`config.mk`:
```
export PLATFORM = sky130hd
export DESIGN_NAME = seq_mult_engine
export DESIGN_NICKNAME = d
export VERILOG_FILES = /design/src/rtl/seq_mult_engine.sv
export SDC_FILE = /design/constraint.sdc
export NUM_CORES = 1
export LEC_CHECK = 0
export CORE_ASPECT_RATIO = 2
export CORE_UTILIZATION = 55
export DETAILED_ROUTE_END_ITERATION = 10
export MAX_ROUTING_LAYER = met4
export PLACE_DENSITY = 0.86
export SLEW_MARGIN = 5
export SYNTH_ARGS = -nofsm -noshare
export SYNTH_HDL_FRONTEND = slang
export SYNTH_SLANG_ARGS = --single-unit
```
`constraint.sdc`:
```
create_clock -name clk -period 4.3 [get_ports clk]
set_input_delay 1.29 -clock clk [delete_from_list [all_inputs] [get_ports clk]]
set_output_delay 1.29 -clock clk [all_outputs]
set_load 0.01 [all_outputs]
```
`src/rtl/seq_mult_engine.sv`:
```
// Shift-add unsigned multiplier: one multiplier bit per clock, product registered on completion.
// Latency: WIDTH cycles from the accepting start edge to done=1 with product valid.
// Backpressure: start is ignored while busy; product/done hold until the next completion.
module seq_mult_engine #(
    parameter int WIDTH = 8
) (
    input  logic                 clk,
    input  logic                 rst,
    input  logic                 start,
    input  logic [WIDTH-1:0]     a,
    input  logic [WIDTH-1:0]     b,
    output logic [2*WIDTH-1:0]   product,
    output logic                 done,
    output logic                 busy
);
    localparam int CW = $clog2(WIDTH) + 1;

    localparam logic [0:0] IDLE = 1'b0;
    localparam logic [0:0] CALC = 1'b1;

    logic [0:0]       state;
    logic [WIDTH-1:0] mcand;
    logic [WIDTH-1:0] mplier;
    logic [WIDTH:0]   acc;
    logic [CW-1:0]    cnt;

    logic [WIDTH:0]   sum;
    logic [2*WIDTH:0] shifted;

    // Carry of the add lands in acc[WIDTH] and is shifted down into the product.
    assign sum     = acc + (mplier[0] ? {1'b0, mcand} : '0);
    assign shifted = {sum, mplier} >> 1;

    assign busy = (state == CALC);

    always_ff @(posedge clk or negedge rst) begin
        if (!rst) begin
            state   <= IDLE;
            mcand   <= '0;
            mplier  <= '0;
            acc     <= '0;
            cnt     <= '0;
            product <= '0;
            done    <= 1'b0;
        end else begin
            case (state)
                IDLE: begin
                    if (start) begin
                        mcand  <= a;
                        mplier <= b;
                        acc    <= '0;
                        cnt    <= '0;
                        done   <= 1'b0;
                        state  <= CALC;
                    end
                end
                CALC: begin
                    acc    <= shifted[2*WIDTH:WIDTH];
                    mplier <= shifted[WIDTH-1:0];
                    cnt    <= cnt + CW'(1);
                    if (cnt == CW'(WIDTH - 1)) begin
                        product <= shifted[2*WIDTH-1:0];
                        done    <= 1'b1;
                        state   <= IDLE;
                    end
                end
                default: state <= IDLE;
            endcase
        end
    end
endmodule

```
==> results.toml <==
[power]
combPwrFrac = 0.428
vdd_drop_max_uv = 484
p_leak_nw = 1.26
swShare = 0.361
powerDensity_mw_per_mm2 = 738
power_switching_uw = 713
p_int_mw = 1.26
seqPwrFrac = 0.405
totalPowerFinal_mw = 1.98
clock_power_share = 0.168

[sta]
maxSlewHeadroom = 0.348
fmax_mhz = 311
hold_violations = 0
fin_tns_setup_ns = 0
worst-slew-pin-transition_ns = 0.978
skew_ns = 0.0110
period_share = 0.748
finalSetupViolCount = 0
rsz0062_at_grt = "no"
setup_ws_ns = 1.09
drv_slew = 0
final.min_clock_period_ns = 3.21

[routing]
ant_nets = 0
vias_per_cell = 5.46
post_drt_wl_per_cell_um = 15.7
drt_first_pass_iters = 4
num_vias = 1573
drc_errors = 0
wl_mm = 4.53
drt_iter0_markers = 16

[global_routing]
grt_max_degree = 47
grt.total_usage = 0.262
grt_pass1_vias = 1664
overflow = 0
antenna_found_initial = 0
grt_pass1_wl_mm = 7.63

[cells_and_area]
area_delta_synth_final_pct = 23.5
multiInputGateArea_um2 = 968
regArea_mm2 = 0.00115
post-route-util = 0.704
drive_above_1_share = 0.118
nets = 265
diodes = 0
fillers = 293

[yosys]
synth_largest_area_cell = "dfrtp_1"
synth_edf_count = 0
syn_avg_cell_area_um2 = 10.8
yosysSeqAreaShare = 0.531
synth_area_mm2 = 0.00217
netlist_top_cells_area = "dfrtp_1 (53%), nand2_1 (7.8%), ha_1 (5.2%), mux2_2 (4.7%), o21ai_0 (4.6%)"
yosys_register_bits = 46
synthArstFlopShare = 1.00
ys_warn_count = 0
synth_top_area_frac = 0.531
yosysUniqueCellTypes = 31
synthCells = 200
synth_fp_nets = 229
synth_top_flop_cell = "dfrtp_1"

[die]
core.rowCount = 32
die_w_um = 46.4
fp.coreArea_mm2 = 0.00380
die-area_mm2 = 0.00421
start_util = 0.570
chipHeight_um = 90.8
boundaryPins = 37

[setup_path]
max_stage_delay_ns = 0.94
path_cells = "clkdlybuf4s50_1"
worst_path_max_delay_cell = "dfrtp_1"
critPathRequiredTime_ns = 3.01
worstSetupEndpointType = "primary output"
path_buf_inv = 1
crit_arrival_ns = 1.92
path_max_fanout = 30
cp-start-kind = "register"
critPathTopFamily = "flip-flops"
crit_type = "reg2out"

[placement]
pre_cts_ws_ns = 1.15
dpl.hpwl_mm = 3.23
port_buffers = 36
place_congestion = 0.841

[flow_run]
drv_cap = 0

[clock_network]
cts_post_setup_buffers_inserted = 0
cts.path.max_buffers = 2
clk_latency_ns = 0.30
cts_buffers = 5
clkTransAtPathRegs_ns = 0.09
clock_tree.htree_level_count = 2
clockRootBuffer = "clkbuf_8"
cts.sinks = 46
cts_resized = 0
cts_tree = "yes"
holdBufCountCts = 0

[worst_hold_path]
hold_class = "reg2reg"

[run_status]
outcome = "finished clean"
-- state kept, by name (all words and copies together), names as in the netlist --
| signal | flops |
|---|---|
| acc | 8 |
| done | 1 |
| mcand | 8 |
| mplier | 8 |
| cnt | 4 |
| busy | 1 |
| product | 16 |
-- tightest hold or removal path: cells and delay by family (launching register included) --
family           cells  cell delay, ns
and+or+nand+nor      2            0.11
DFF                  1            0.35
-- Yosys cell counts, drive strengths merged, types with 4 or more instances --
cell / instances
mux2i: 9
o21ai: 20
mux2: 10
ha: 9
dfrtp: 46
and2: 10
nand2: 45
inv: 4
a21oi: 5
xnor2: 5
nor2: 4
clkbuf: 5
a22o: 4
-- final timing paths --
path,start,endpoint,slack (ns),cells past startpoint
setup / recovery,busy,busy,1.09,1
hold / removal,product[3],product[3],0.48,2
setup reg to reg,mplier[0],product[13],2.01,7
hold reg to reg,product[3],product[3],0.48,2
max in group asynchronous,rst,cnt[1],2.55,1
min in group asynchronous,rst,product[3],1.13,1
-- power groups by stage --
| stage | clock, mW | sequential [mW] | combinational, mW |
|---|---|---|---|
| after floorplan | 0 | 0.772 | 0.575 |
| after global placement | 0 | 0.801 | 0.806 |
| after detailed placement | 0 | 0.807 | 0.849 |
| after CTS | 0.337 | 0.804 | 0.853 |
| after global routing | 0.351 | 0.832 | 0.941 |
| final | 0.331 | 0.800 | 0.845 |
-- routing by layer --
| layer | part of all wire | track usage | vias to the layer above |
|---|---|---|---|
| met5 | 0 | - | - |
| met4 | 0.038 | 0.135 | 0 |
| met3 | 0.035 | 0.0560 | 14 |
| met2 | 0.56 | 0.428 | 42 |
| met1 | 0.37 | 0.278 | 758 |
| li1 | - | - | 759 |
-- cell families after synthesis --
kind of cell | after synthesis | synth area share
and+or+nand+nor | 67 | 0.140
adders and majority gates | 10 | 0.0612
xor gates and xnor gates | 6 | 0.0242
DFF | 46 | 0.531
AOI/OAI and AO/OA | 40 | 0.126
muxes | 19 | 0.0952
buffers and inverters | 12 | 0.0225
-- cells in the final DEF (no fill, tap or decap), types with 2 or more instances in the layout --
cell type / instances
mux2i_1: 9
nand3_1: 3
a31o_2: 3
xnor2_1: 5
inv_6: 2
and2_1: 10
dfrtp_1: 46
clkdlybuf4s50_1: 35
clkbuf_8: 5
mux2_2: 9
a22o_1: 3
a21o_1: 2
nand2_1: 45
ha_1: 9
inv_1: 4
nor2_1: 3
a32o_1: 2
or3_1: 2
a21oi_1: 5
o21ai_0: 20
-- cell type report --
cell class | count | area share
clock buffers | 5 | 0.0257
clock inverters | 3 | 0.0178
inverters | 4 | 0.00561
multi-input cells | 142 | 0.362
flip-flops and latches | 46 | 0.430
well taps | 51 | 0.0238
repair buffers | 37 | 0.136
-- stage by stage --
stage                     cells  cell area, um2  hold WS [ns]
after detailed placement    280            2560         0.469
final                       288            2680         0.485
after floorplan             200            2170         0.456
after CTS                   288            2680         0.490
after global routing        288            2680         0.503
after global placement      280            2560         0.461
Note: power is estimated with default switching activity, not from simulation.
